## config.mk

```make
export PLATFORM = sky130hd
export DESIGN_NAME = vx_om_req_arb
export DESIGN_NICKNAME = d
export VERILOG_FILES = /design/src/rtl/vx_om_req_arb.sv
export SDC_FILE = /design/constraint.sdc
export NUM_CORES = 2
export LEC_CHECK = 0
export BUFFER_PORTS_ARGS = -buffer_cell sky130_fd_sc_hd__buf_2
export CORE_AREA = 2 2 730 732
export DETAILED_ROUTE_END_ITERATION = 10
export DIE_AREA = 0 0 732 734
export GPL_ROUTABILITY_DRIVEN = 0
export SKIP_CTS_REPAIR_TIMING = 1
export SYNTH_ARGS = -nofsm -noshare
export SYNTH_HDL_FRONTEND = slang
export SYNTH_SLANG_ARGS = --single-unit
```

## constraint.sdc

```tcl
create_clock -name clk -period 7.3 [get_ports clk]
set_input_delay 0.73 -clock clk [delete_from_list [all_inputs] [get_ports clk]]
set_output_delay 0.73 -clock clk [all_outputs]
set_load 0.02 [all_outputs]
```

## src/rtl/vx_om_req_arb.sv

```systemverilog
// Round-robin arbiter that shares one OM unit request port among NUM_REQS
// requesters. Each granted request goes into a 2-entry elastic output buffer.
// Requests whose lane mask is all zeros are accepted but never forwarded.
// While drain_req is high, no new requests are granted, and drain_ack reports
// when the buffer has emptied.
//
// Ports:
//   clk, reset          clock; asynchronous active-low reset
//   in_valid/in_data    per-requester request and packed payload (P bits each)
//   in_ready            per-requester accept, only for the granted requester
//   out_valid/out_data  buffered request to the OM unit; out_src gives its requester
//   out_ready           OM unit accept
//   drain_req/drain_ack drain handshake used before DCR reconfiguration
//   perf_stall_cycles   count of cycles with a pending request but no grant
module vx_om_req_arb #(
    parameter int unsigned NUM_REQS   = 4,
    parameter int unsigned NUM_LANES  = 4,
    parameter int unsigned UUID_W     = 44,
    parameter int unsigned DIM_BITS   = 11,
    parameter int unsigned DEPTH_BITS = 24,
    parameter int unsigned COLOR_BITS = 32,
    localparam int unsigned IDX_W     = $clog2(NUM_REQS),
    localparam int unsigned P         = UUID_W + NUM_LANES * (1 + 2 * DIM_BITS + COLOR_BITS + DEPTH_BITS + 1)
) (
    input  logic                  clk,
    input  logic                  reset,
    input  logic [NUM_REQS-1:0]   in_valid,
    input  logic [NUM_REQS*P-1:0] in_data,
    output logic [NUM_REQS-1:0]   in_ready,
    output logic                  out_valid,
    output logic [P-1:0]          out_data,
    output logic [IDX_W-1:0]      out_src,
    input  logic                  out_ready,
    input  logic                  drain_req,
    output logic                  drain_ack,
    output logic [31:0]           perf_stall_cycles
);

    // The uuid occupies the top of the payload, and the lane mask sits directly below it.
    localparam int unsigned MASK_LSB = P - UUID_W - NUM_LANES;

    logic [IDX_W-1:0] rr_ptr;
    logic [1:0]       count;
    logic             rd_ptr;
    logic             wr_ptr;
    logic [P-1:0]     buf_data [2];
    logic [IDX_W-1:0] buf_src  [2];

    logic             pop;
    logic             push;
    logic             fire;
    logic             can_accept;
    logic             grant_found;
    logic [IDX_W-1:0] grant_idx;
    logic [P-1:0]     grant_data;

    // Head of the buffer; driven only from registers.
    assign out_valid = (count != 2'd0);
    assign out_data  = buf_data[rd_ptr];
    assign out_src   = buf_src[rd_ptr];

    assign pop        = out_valid && out_ready;
    assign can_accept = reset && !drain_req && ((count != 2'd2) || pop);
    assign fire       = grant_found && can_accept;
    assign push       = fire && (grant_data[MASK_LSB +: NUM_LANES] != '0);
    assign drain_ack  = reset && drain_req && (count == 2'd0);

    // Find the first valid requester, starting at rr_ptr and wrapping around.
    always_comb begin : grant_search
        logic [IDX_W-1:0] idx;
        idx         = '0;
        grant_found = 1'b0;
        grant_idx   = '0;
        for (int unsigned k = 0; k < NUM_REQS; k++) begin
            idx = IDX_W'((32'(rr_ptr) + k) % NUM_REQS);
            if (!grant_found && in_valid[idx]) begin
                grant_found = 1'b1;
                grant_idx   = idx;
            end
        end
    end

    // Select the granted payload and drive in_ready for the granted requester.
    always_comb begin
        grant_data = '0;
        in_ready   = '0;
        for (int unsigned i = 0; i < NUM_REQS; i++) begin
            if (grant_idx == IDX_W'(i)) begin
                grant_data  = in_data[i*P +: P];
                in_ready[i] = fire;
            end
        end
    end

    // Round-robin pointer, 2-entry FIFO and stall counter.
    always_ff @(posedge clk or negedge reset) begin
        if (!reset) begin
            rr_ptr            <= '0;
            count             <= 2'd0;
            rd_ptr            <= 1'b0;
            wr_ptr            <= 1'b0;
            buf_data[0]       <= '0;
            buf_data[1]       <= '0;
            buf_src[0]        <= '0;
            buf_src[1]        <= '0;
            perf_stall_cycles <= 32'd0;
        end else begin
            if (fire) begin
                rr_ptr <= (grant_idx == IDX_W'(NUM_REQS - 1)) ? '0 : grant_idx + IDX_W'(1);
            end
            // When the buffer is full and a pop happens in the same cycle, the write reuses the slot being popped.
            if (push) begin
                buf_data[wr_ptr] <= grant_data;
                buf_src[wr_ptr]  <= grant_idx;
                wr_ptr           <= ~wr_ptr;
            end
            if (pop) begin
                rd_ptr <= ~rd_ptr;
            end
            case ({push, pop})
                2'b10:   count <= count + 2'd1;
                2'b01:   count <= count - 2'd1;
                default: count <= count;
            endcase
            if ((in_valid != '0) && !fire) begin
                perf_stall_cycles <= perf_stall_cycles + 32'd1;
            end
        end
    end

endmodule
```

# Word level (Yosys, flattened, before mapping)
# Index checks and enable logic that the tools add are counted.
[classes]
n_eq_ne = 6
mux = 38
div_mod_pow = 0
n_mul = 0
addsub = 7
order_cmp = 7
n_reduce_logical = 24
bitwise_logic = 4
shift = 0
[op_table]
columns = ["cell", "n"]
rows = [
  ["364-bit two-way mux", 8],
  ["728-bit bitwise mux", 1],
  ["364-bit demux with 1-bit select", 1],
  ["32-bit by 1-bit adder with 32-bit output, second input constant", 1],
  ["2-bit two-way mux", 9],
  ["1-bit logical AND", 12],
  ["2-bit by 3-bit less-than comparator with 1-bit output, second input constant", 4],
  ["1-bit two-way mux", 12],
  ["1-bit binary-select mux with 2-bit select", 4],
  ["4-bit nonzero test", 2],
  ["2-bit by 1-bit adder with 2-bit output, second input constant", 3],
  ["2-bit == test, second input constant", 3],
  ["1-bit zero test", 5],
  ["2-bit adder, second input constant", 2],
  ["4-bit bitwise mux", 1],
  ["2-bit by 1-bit == test with 1-bit output, second input constant", 2],
  ["2-bit greater-or-equal comparator, second input constant", 2],
  ["2-bit zero test", 2],
  ["1-bit inverter with 2-bit output", 2],
  ["2-bit one-hot mux with 2 select lines", 1],
  ["2-bit nonzero test", 2],
  ["2-bit demux with 1-bit select", 1],
  ["2-bit by 1-bit less-than comparator with 1-bit output, second input constant", 1],
  ["2-bit != test, second input constant", 1],
  ["3 further kinds", 4],
]
[word_totals]
mem_count = 0
out_inout_bits = 404
ram_bits = 0
latchBits = 0
ff_bits = 770
in_bits = 1464
rom_bits = 0

# Longest topological paths before layout
[depth]
depth_word = 21
mapped_depth = 15

# Least setup slack after synthesis
# OpenSTA, ideal clock, no wires.
[synth_timing]
kind = "input to output"
start = "input in_valid[2]"
end = "output in_ready[1]"
t_arrival_ns = 2.754
setup_slack_ns = 3.816
n_path_buf = 4
stages = 8
t_required_ns = 6.570
cell_sequence = "and3_1 > a211oi_1 > ha_1 > buf_4 > clkbuf_1 > clkbuf_1 > clkbuf_1 > and2_1"
[synth_via]
elab_chain_len = 14
[synth_lines]
columns = ["element", "line_no", "rtl"]
rows = [
  ["start, declared", "27", "input logic [NUM_REQS-1:0] in_valid,"],
  ["1-bit binary-select mux with 2-bit select", "76", "if (!grant_found && in_valid[idx]) begin"],
  ["1-bit two-way mux (not written as such)", "76", ""],
  ["1-bit two-way mux", "76", ""],
  ["1-bit zero test", "76", ""],
  ["1-bit logical AND", "76", ""],
  ["1-bit two-way mux", "76", ""],
  ["1-bit zero test", "76", ""],
  ["1-bit logical AND", "76", ""],
  ["1-bit two-way mux", "76", ""],
  ["1-bit zero test", "76", ""],
  ["1-bit logical AND", "76", ""],
  ["2-bit two-way mux (*)", "76", ""],
  ["named net grant_idx[0]", "54", "logic [IDX_W-1:0] grant_idx;"],
  ["2-bit by 1-bit == test with 1-bit output (*)", "88", "if (grant_idx == IDX_W'(i)) begin"],
  ["1-bit two-way mux (*)", "88", ""],
  ["end, declared", "29", "output logic [NUM_REQS-1:0] in_ready,"],
]
# The timed path passes the listed nets; every way through them passes the cells marked *. The select of a mux whose other input is x is not followed.

# Final worst setup path
[layout_timing]
start = "register rr_ptr[0]"
end = "register buf_data[133] in the netlist's numbering"
[layout_via]
elab_chain_len = 19
[layout_lines]
columns = ["element", "line_no", "rtl"]
rows = [
  ["start, declared", "42", "logic [IDX_W-1:0] rr_ptr;"],
  ["start signal, assigned", "109", "rr_ptr <= (grant_idx == IDX_W'(NUM_REQS - 1)) ? '0 : grant_idx + IDX_W'(1);"],
  ["parallel branches: the longest is 19 deep, another holds 2-bit by 1-bit adder with 2-bit output", "--", ""],
  ["end signal, assigned by index", "113", "buf_data[wr_ptr] <= grant_data;"],
  ["end, declared", "46", "logic [P-1:0] buf_data [2];"],
]
# Parallel ways; which one is timed is not known. The select of a mux whose other input is x is not followed.
# A chain may end at the register's enable or synchronous reset.

==> qor.yml <==
outcome: "finished, final reports clean"
hold_end: "buf_data[467]$_DFFE_PN0P_"
power_leakage_uw: 0.02808
startpoint: "rr_ptr[0]$_DFFE_PN0P_"
clk_pin_slew_ps: 60
vias: 46080
yosys_most_used_dff: "dfrtp_1"
grt_first_pass_wirelength_mm: 483.7
synth_top_cell_by_area: "dfrtp_1"
io_buffer_count: 1867
clk_latency_ps: 830
die_y_um: 734
async_flop_share: 1.000
ctsRootBufferMaster: "clkbuf_16"
synthDistinctLibCells: 46
min_path_cells: 3
synth_fp_nets: 6428
die_w_um: 732
slew_viol_final: 0
grt_pass1_vias: 42990
layout-drive-gt1-share: 0.3181
cts_sinks: 770
rsz0062_at_grt: "false"
hold_viol: 0
power_density_nw_per_um2: 487.2
grt-ovfl-total: 0
die_area_sq_um: 537300
grt_max_degree: 224
fin_util: 0.1234
syn-cell-area_sq_um: 44740
rows: 268
clockBufferDepth: 4
totalWireLength_mm: 393.2
setup_viol: 0
max_freq_mhz: 203.1
start_util: 0.08440
holdWs_ps: 230.2
final_cell_mix: "buf_2 (1866), dfrtp_1 (769), inv_1 (733), mux2i_1 (729), nand2_1 (386)"
syn2layout_area_growth_pct: 46.19
period_needed_ps: 4923
r2r_slack_ps: 2380
fillers: 60960
reg2reg_to: "buf_data[133]$_DFFE_PN0P_"
yosysSeqAreaShare: 0.4307
wire_per_inst_um: 28.40
clock_skew_ps: 34.91
worstSetupStartpointType: "register"
max_slew_margin: 0.07693
first_pass_iters: 6
hpwl_mm: 345.0
hold_start: "in_data[1195]"
ys_warn_count: 0
place_ws_ps: 1665
timing.rr.start: "rr_ptr[0]$_DFFE_PN0P_"
htreeDepth: 3
cts_buffers: 100
vdd_drop_max_v: 0.0002299
nNetsFinal: 8072
synth_edf_count: 0
multi_input_area_sq_um: 20700
cts_tree: "built"
antenna_found_initial: 387
min_path_type: "in -> reg"
end_kind: "register"
design.core.area_sq_um: 530100
synth_top_area_share: 0.4307
ys_ff_latch: 770
cp.required_ps: 8030
post_synth_main_area_contributors: "dfrtp_1 (43%), mux2i_1 (16%), a221oi_1 (7.0%)"
crit_type: "reg -> reg"
fin_tns_setup_ps: 0
grt_usage: 0.1399
syn_inst: 4958
drc_errors: 0
vias_per_cell: 3.329
layout_commonest_cell: "buf_2"
tightest_slew_ps: 1385
ant_nets: 0
crit_arrival_ps: 5650
critPathMaxFanout: 94
reg2reg_depth: 11
setup_ws_ps: 2377
regArea_sq_um: 19270
drt_iter0_markers: 3958
ioPinCount: 1868
max_cap_viol_count: 0
syn_avg_cell_area_sq_um: 9.024
fin_crit_sh: 0.6743
-- stage by stage --
stage / power [uW] / std cells / instance area (sq um)
2_1_floorplan: 16850 / 4958 / 44740
4_1_cts: 32410 / 13690 / 65010
3_5_place_dp: 27160 / 13520 / 61740
5_1_grt: 34220 / 13780 / 65250
6_report: 31870 / 13840 / 65410
3_3_place_gp: 26910 / 13520 / 61740
-- area by class of cell --
class	instances	share of cell area
repair buffers	1946	0.1565
clock buffers	133	0.04310
well taps	7020	0.1343
flip-flops and latches	770	0.2946
clock inverters	34	0.006810
diodes	156	0.005968
multi-input cells	3050	0.3166
inverters	734	0.04212
-- critical path, cell delays in order (launching register included) --
cell and delay (ps):
dfrtp_1 340, inv_1 80, o311ai_0 350, o21ai_0 520, ha_4 490, nor2b_4 420, a221o_1 240, o221ai_2 200
a41oi_4 760, buf_4 360, buf_12 470, mux2i_1 280
-- worst max-delay path by stage --
stage | to | slack [ps]
2_1_floorplan | in_ready[1] | 3820
6_report | buf_data[133]$_DFFE_PN0P_ | 2380
3_3_place_gp | buf_data[109]$_DFFE_PN0P_ | 1690
3_5_place_dp | buf_data[133]$_DFFE_PN0P_ | 1670
4_1_cts | buf_data[102]$_DFFE_PN0P_ | 2100
5_1_grt | buf_data[131]$_DFFE_PN0P_ | 1920
-- where the power goes --
| group | leakage [uW] | switching (uW) | total [uW] | internal, uW |
|---|---|---|---|---|
| sequential | 0.00936 | 885 | 7240 | 6350 |
| combinational | 0.0171 | 14500 | 19600 | 5030 |
| clock | 0.00159 | 2090 | 5070 | 2980 |
| total | 0.0281 | 17500 | 31900 | 14400 |
-- routing by layer --
metal / share of wire / routed length [um] / global-route usage
met1: 0.37 / 145300 / 0.1542
met2: 0.38 / 149400 / 0.1874
met3: 0.19 / 74300 / 0.1153
met4: 0.058 / 22730 / 0.07032
met5: 0.0037 / 1439 / 0.00008818
-- synth_stat cells (all sizes together), types with 7 or more instances --
cell type / number
nor3: 363
inv: 734
nand4: 7
buf: 100
mux2: 7
nand2: 386
a221oi: 359
xor2: 7
dfrtp: 770
clkbuf: 304
nor2b: 360
a21oi: 362
mux2i: 729
o21ai: 368
nor2: 12
xnor2: 29
nand3: 14
-- logic make-up (layout without fill, tap and decap cells) --
kind of cell | after synthesis | count (layout) | synth area share
multiplexers | 736 | 736 | 0.1649
XOR/XNOR | 36 | 36 | 0.007047
adder cells (fa/ha/maj) | 6 | 6 | 0.001678
buffers and inverters | 1138 | 2847 | 0.1088
other | 0 | 156 | 0
AND/OR/NAND/NOR | 1168 | 1168 | 0.1315
AO/OA/AOI/OAI | 1104 | 1104 | 0.1555
flip-flops | 770 | 770 | 0.4307
-- state kept, by name, indices dropped and copies added, names as in the netlist --
| register | cells |
|---|---|
| rr_ptr | 2 |
| rd_ptr | 1 |
| count | 2 |
| buf_src | 4 |
| perf_stall_cycles | 32 |
| wr_ptr | 1 |
| buf_data | 728 |
Note: power is estimated with default switching activity, not from simulation.
